$ cat config.mk
export PLATFORM = sky130hd
export DESIGN_NAME = bp_cce_ucode_loader
export DESIGN_NICKNAME = d
export VERILOG_FILES = /design/src/rtl/bp_cce_pkg.sv /design/src/rtl/bp_cce_ucode_loader_pkg.sv /design/src/rtl/bsg_counter_clear_up.sv /design/src/rtl/bp_cce_ucode_loader.sv
export SDC_FILE = /design/constraint.sdc
export NUM_CORES = 1
export LEC_CHECK = 0
export ABC_CLOCK_PERIOD_IN_PS = 2800
export CAP_MARGIN = 0
export CORE_ASPECT_RATIO = 1.75
export CORE_MARGIN = 4
export CORE_UTILIZATION = 30
export CTS_CLUSTER_DIAMETER = 100
export CTS_CLUSTER_SIZE = 14
export DETAILED_ROUTE_END_ITERATION = 8
export PLACE_DENSITY = 0.54
export SETUP_SLACK_MARGIN = 0.02
export SLEW_MARGIN = 15
export SYNTH_ARGS = -nofsm -noshare
export SYNTH_HDL_FRONTEND = slang
export SYNTH_HIERARCHICAL = 1
export SYNTH_SLANG_ARGS = --single-unit
$ cat constraint.sdc
create_clock -name clk_i -period 2.8 [get_ports clk_i]
set_input_delay 0.56 -clock clk_i [delete_from_list [all_inputs] [get_ports clk_i]]
set_output_delay 0.56 -clock clk_i [all_outputs]
set_load 0.005 [all_outputs]
$ cat src/rtl/bp_cce_pkg.sv
// Shared CCE definitions seen by the config bus, the CCE and the microcode loader.
package bp_cce_pkg;

  typedef enum logic {
    e_cce_mode_uncached = 1'b0,
    e_cce_mode_normal   = 1'b1
  } bp_cce_mode_e;

endpackage

$ cat src/rtl/bp_cce_ucode_loader_pkg.sv
// Helpers private to the CCE microcode loader.
package bp_cce_ucode_loader_pkg;

  // A load count is usable when it is non-zero and fits in the instruction RAM.
  function automatic logic count_ok(input logic [31:0] n, input logic [31:0] depth);
    return (n != 32'd0) && (n <= depth);
  endfunction

endpackage

$ cat src/rtl/bsg_counter_clear_up.sv
// Up counter with synchronous clear; 1-cycle update, no backpressure.
// clear_i together with up_i loads 1 so a clear can coincide with the first count.
module bsg_counter_clear_up #(
  parameter int width_p = 9
) (
  input  logic               clk_i,
  input  logic               reset_n_i,
  input  logic               clear_i,
  input  logic               up_i,
  output logic [width_p-1:0] count_o
);

  logic [width_p-1:0] r_count;

  always_ff @(posedge clk_i or negedge reset_n_i) begin
    if (!reset_n_i) begin
      r_count <= '0;
    end else if (clear_i) begin
      r_count <= width_p'(up_i);
    end else if (up_i) begin
      r_count <= r_count + width_p'(1);
    end
  end

  assign count_o = r_count;

endmodule

$ cat src/rtl/bp_cce_ucode_loader.sv
// Loads CCE microcode into instruction RAM, XOR-verifies a readback, then sets cce_mode normal.
// done_o at best 2N+5 cycles after start_i; instr_i is accepted only while in WRITE, bubbles allowed.
module bp_cce_ucode_loader
  import bp_cce_pkg::*;
  import bp_cce_ucode_loader_pkg::*;
#(
  parameter int cce_pc_width_p          = 8,
  parameter int cce_instr_width_p       = 48,
  parameter int num_cce_instr_ram_els_p = 256,
  parameter int verify_p                = 1
) (
  input  logic                         clk_i,
  input  logic                         reset_n_i,
  input  logic                         start_i,
  input  logic [cce_pc_width_p:0]      num_instr_i,
  input  logic                         instr_v_i,
  input  logic [cce_instr_width_p-1:0] instr_i,
  output logic                         instr_ready_o,
  output logic                         ucode_w_v_o,
  output logic                         ucode_r_v_o,
  output logic [cce_pc_width_p-1:0]    ucode_addr_o,
  output logic [cce_instr_width_p-1:0] ucode_data_o,
  input  logic [cce_instr_width_p-1:0] ucode_data_i,
  output bp_cce_mode_e                 cce_mode_o,
  output logic                         done_o,
  output logic                         error_o
);

  localparam int CNT_W = cce_pc_width_p + 1;

  typedef enum logic [2:0] {
    IDLE, WRITE, WRITE_END, READ, CHECK, MODE, DONE, ERROR
  } state_e;

  state_e                         r_state, w_state_n;
  logic [CNT_W-1:0]               r_num, w_wr_cnt, w_rd_cnt;
  logic [cce_instr_width_p-1:0]   r_wr_sum, r_rd_sum;
  logic                           r_rd_v;
  logic                           w_hs, w_clear, w_start_ok, w_rd_issue;

  logic                           r_instr_ready, r_ucode_w_v, r_ucode_r_v, r_done, r_error;
  logic [cce_pc_width_p-1:0]      r_ucode_addr;
  logic [cce_instr_width_p-1:0]   r_ucode_data;
  bp_cce_mode_e                   r_cce_mode;

  assign w_hs       = instr_v_i & r_instr_ready;
  assign w_clear    = (r_state == IDLE) & start_i;
  assign w_start_ok = count_ok(32'(num_instr_i), 32'(num_cce_instr_ram_els_p));
  // rd_cnt counts reads already issued; the bus shows each read while in READ.
  assign w_rd_issue = (verify_p != 0) &&
                      ((r_state == WRITE_END) || ((r_state == READ) && (w_rd_cnt != r_num)));

  bsg_counter_clear_up #(.width_p(CNT_W)) u_wr_cnt (
    .clk_i     (clk_i),
    .reset_n_i (reset_n_i),
    .clear_i   (w_clear),
    .up_i      (w_hs),
    .count_o   (w_wr_cnt)
  );

  bsg_counter_clear_up #(.width_p(CNT_W)) u_rd_cnt (
    .clk_i     (clk_i),
    .reset_n_i (reset_n_i),
    .clear_i   (w_clear),
    .up_i      (w_rd_issue),
    .count_o   (w_rd_cnt)
  );

  always_comb begin
    w_state_n = r_state;
    case (r_state)
      IDLE:      if (start_i) w_state_n = w_start_ok ? WRITE : ERROR;
      WRITE:     if (w_hs && (w_wr_cnt == r_num - CNT_W'(1))) w_state_n = WRITE_END;
      WRITE_END: w_state_n = (verify_p != 0) ? READ : MODE;
      READ:      if (w_rd_cnt == r_num) w_state_n = CHECK;
      // Stay while the last readback word is still in flight, then compare.
      CHECK:     if (!r_rd_v) w_state_n = (r_wr_sum == r_rd_sum) ? MODE : ERROR;
      MODE:      w_state_n = DONE;
      DONE:      w_state_n = DONE;
      ERROR:     w_state_n = ERROR;
      default:   w_state_n = ERROR;
    endcase
  end

  always_ff @(posedge clk_i or negedge reset_n_i) begin
    if (!reset_n_i) begin
      r_state       <= IDLE;
      r_num         <= '0;
      r_wr_sum      <= '0;
      r_rd_sum      <= '0;
      r_rd_v        <= 1'b0;
      r_instr_ready <= 1'b0;
      r_ucode_w_v   <= 1'b0;
      r_ucode_r_v   <= 1'b0;
      r_ucode_addr  <= '0;
      r_ucode_data  <= '0;
      r_done        <= 1'b0;
      r_error       <= 1'b0;
      r_cce_mode    <= e_cce_mode_uncached;
    end else begin
      r_state <= w_state_n;
      if (w_clear) begin
        r_num    <= num_instr_i;
        r_wr_sum <= '0;
        r_rd_sum <= '0;
      end
      if (w_hs) r_wr_sum <= r_wr_sum ^ instr_i;
      r_rd_v <= r_ucode_r_v;
      if (r_rd_v) r_rd_sum <= r_rd_sum ^ ucode_data_i;

      r_instr_ready <= (w_state_n == WRITE);
      r_ucode_w_v   <= w_hs;
      r_ucode_r_v   <= w_rd_issue;
      r_ucode_addr  <= w_hs       ? w_wr_cnt[cce_pc_width_p-1:0] :
                       w_rd_issue ? w_rd_cnt[cce_pc_width_p-1:0] : '0;
      r_ucode_data  <= w_hs ? instr_i : '0;
      r_done        <= (w_state_n == DONE);
      r_error       <= (w_state_n == ERROR);
      r_cce_mode    <= (w_state_n == DONE) ? e_cce_mode_normal : e_cce_mode_uncached;
    end
  end

  assign instr_ready_o = r_instr_ready;
  assign ucode_w_v_o   = r_ucode_w_v;
  assign ucode_r_v_o   = r_ucode_r_v;
  assign ucode_addr_o  = r_ucode_addr;
  assign ucode_data_o  = r_ucode_data;
  assign cce_mode_o    = r_cce_mode;
  assign done_o        = r_done;
  assign error_o       = r_error;

endmodule

==> results.yml <==
status:
  run_status: "finished, final reports clean"
setup_path:
  critPathRequiredTime_ns: 3.13
  worstPathArrival_ns: 2.63
  regToRegEndpoint: "error_o"
  worstRegToRegCells: 5
  worstSetupStartpointType: "register"
  critPathMaxFanout: 8
  worst-setup-path-type: "reg2reg"
  critPathCaptureType: "register"
  r2r_start: "r_num[2]"
  regToRegSetupSlack_ns: 0.50
floorplanning:
  start_util_pct: 30.6
  die_w_um: 138
  rows: 82
  die_h_um: 235
  die_area_mm2: 0.0323
  ios: 171
  coreArea_mm2: 0.0288
min_path:
  hold_class: "in2async"
routing:
  drt_first_pass_iters: 4
  drc: 0
  wl_um: 26700
  drt-initial-drc-count: 347
  num_vias: 6920
  wire_per_inst_um: 19.0
  routed_via_density: 4.93
  postRouteAntennaNets: 0
  wl_met1_um: 10400
  top_layer: "met5"
  met3WireLength_um: 1120
  wl_met2_um: 14100
global_route:
  grt_first_pass_wirelength_um: 41400
  grt_pass1_vias: 7380
  grt_usage_pct: 16.9
  antenna_found_initial: 4
  grt_overflow: 0
  grt_max_degree: 97
finish:
  most-common-layout-cells: "186 x dfrtp_1, 168 x clkdlybuf4s50_1, 148 x nand2_1, 100 x xor2_1, 59 x o21ai_0"
  final_cells: 1405
  drive_above_1_share_pct: 6.15
  syn_to_final_growth_pct: 31.4
  final_common_cell: "dfrtp_1"
  layout.nets: 1125
synthesis:
  syn_avg_cell_area_um2: 10.3
  syn_area_mm2: 0.00882
  ys.flop_type: "dfrtp_1"
  synth.top_cell.area_share_pct: 53.3
  synth-warning-count: 6
  synth_nets: 967
  seq_area_frac_synth_pct: 53.3
  netlist_top_cells_area: "dfrtp_1 53%, xor2_1 9.9%, nand2_1 6.4%"
  synth_top_cell_by_area: "dfrtp_1"
  syn_inst: 855
  synth_seq_cells: 188
  yosysUniqueCellTypes: 52
  async_flop_share_pct: 100
  synth-edff-count: 0
clock_tree:
  clockBufferDepth: 2
  clk_latency_ns: 0.45
  root_buffer: "clkbuf_16"
  cts.clk_slew.worst_paths_ns: 0.07
  htree_levels: 4
  cts_hold_buf: 0
  postCtsSetupBuffers: 0
  clock-sinks: 188
  cts_buffers: 17
  ctsResizeCount: 0
  cts_tree: "done"
power:
  leakage_nw: 5.21
  pwr_density_cell_mw_per_mm2: 771
  vdd_drop_max_mv: 0.455
  total_power_w: 0.00894
sta:
  maxSlewViolCount: 0
  relSlewSlack_pct: 40.7
  finalCritPeriodShare_pct: 82.1
  rsz0062_at_grt: "no"
  skew_ns: 0.00752
  setup_viol: 0
  hold_viol_final: 0
  worstMarginPinSlew_ns: 0.890
  setup-tns-final_ns: 0
  fin_crit_ns: 2.30
  fmax_mhz: 435
placed_design:
  dp_hpwl_um: 18900
  place_congestion: 0.803
  io_buffers: 170
  numPlacedInstances: 1372
run:
  maxCapViolCount: 0
[flip-flops by register name, summed over array words and instances (netlist names), 3 cells and up]
register	flops
u_rd_cnt/count_o	9
u_wr_cnt/count_o	9
r_num	9
r_state	3
ucode_data_o	48
ucode_addr_o	8
r_rd_sum	48
r_wr_sum	48
[worst max path at each step]
stage	endpoint	slack, ns	startpoint
2_1_floorplan	u_rd_cnt/count_o[7]	0.42	r_num[0]
3_3_place_gp	u_wr_cnt/count_o[7]	0.36	start_i
3_5_place_dp	u_wr_cnt/count_o[7]	0.35	start_i
4_1_cts	r_state[1]	0.45	r_rd_sum[16]
5_1_grt	r_state[1]	0.32	r_rd_sum[16]
6_report	error_o	0.50	r_num[2]
[worst max-delay path: stages, from the launching register on]
cell and delay [ns]:
dfrtp_1 0.47, or4_4 0.62, a2111oi_0 0.47, a211oi_2 0.12
o31a_2 0.37, o311a_2 0.13
[metal layers]
metal / global-route usage [%] / up-vias
met4: 8.20 / 2
met1: 18.9 / 3414
met5: 0 / -
met3: 3.42 / 47
met2: 29.9 / 169
li1: - / 3288
[where the power goes]
part	switching (W)	total (W)	internal, W
sequential	0.000676	0.00399	0.00331
combinational	0.00123	0.00234	0.00112
clock	0.00107	0.00261	0.00154
total	0.00297	0.00894	0.00597
[cells in the mapped netlist (4+ instances only)]
cell type,count
a21oi_1,9
and3_1,49
clkbuf_1,40
dfrtp_1,188
inv_1,9
nand2_1,150
nand2b_1,4
nand3_1,14
nand4_1,11
nor2_1,17
nor3_1,8
nor4_1,13
o211ai_1,49
o21a_1,48
o21ai_0,59
o31ai_1,6
or3_1,7
or4_1,6
xnor2_1,24
xor2_1,100
[cells by family after synthesis]
kind of cell             synth area share, %
AO/OA/AOI/OAI                           14.7
XOR/XNOR                                12.3
adder cells (fa/ha/maj)                0.425
buffers and inverters                   2.98
flip-flops                              53.3
multiplexers                           0.340
AND/OR/NAND/NOR                         16.0
[cell type report]
class / instances / area, um2
Fill cell: 2804 / 17200
Antenna cell: 3 / 7.51
Timing Repair Buffer: 189 / 1880
Multi-Input combinational cell: 607 / 3870
Clock buffer: 21 / 460
Clock inverter: 9 / 161
Sequential cell: 188 / 4710
Inverter: 10 / 37.5
Tap cell: 378 / 473
[per-stage QoR]
stage          hold WS (ns)  setup WS (ns)  instance area (um2)  util (%)
2_1_floorplan         0.264          0.425                 8820         -
3_3_place_gp          0.456          0.363                11000      38.0
3_5_place_dp          0.448          0.348                11000      38.0
4_1_cts               0.118          0.451                11600      40.2
5_1_grt               0.141          0.321                11600      40.2
6_report              0.106          0.500                11600      40.2
No activity file was read; power rests on OpenSTA's default activity.
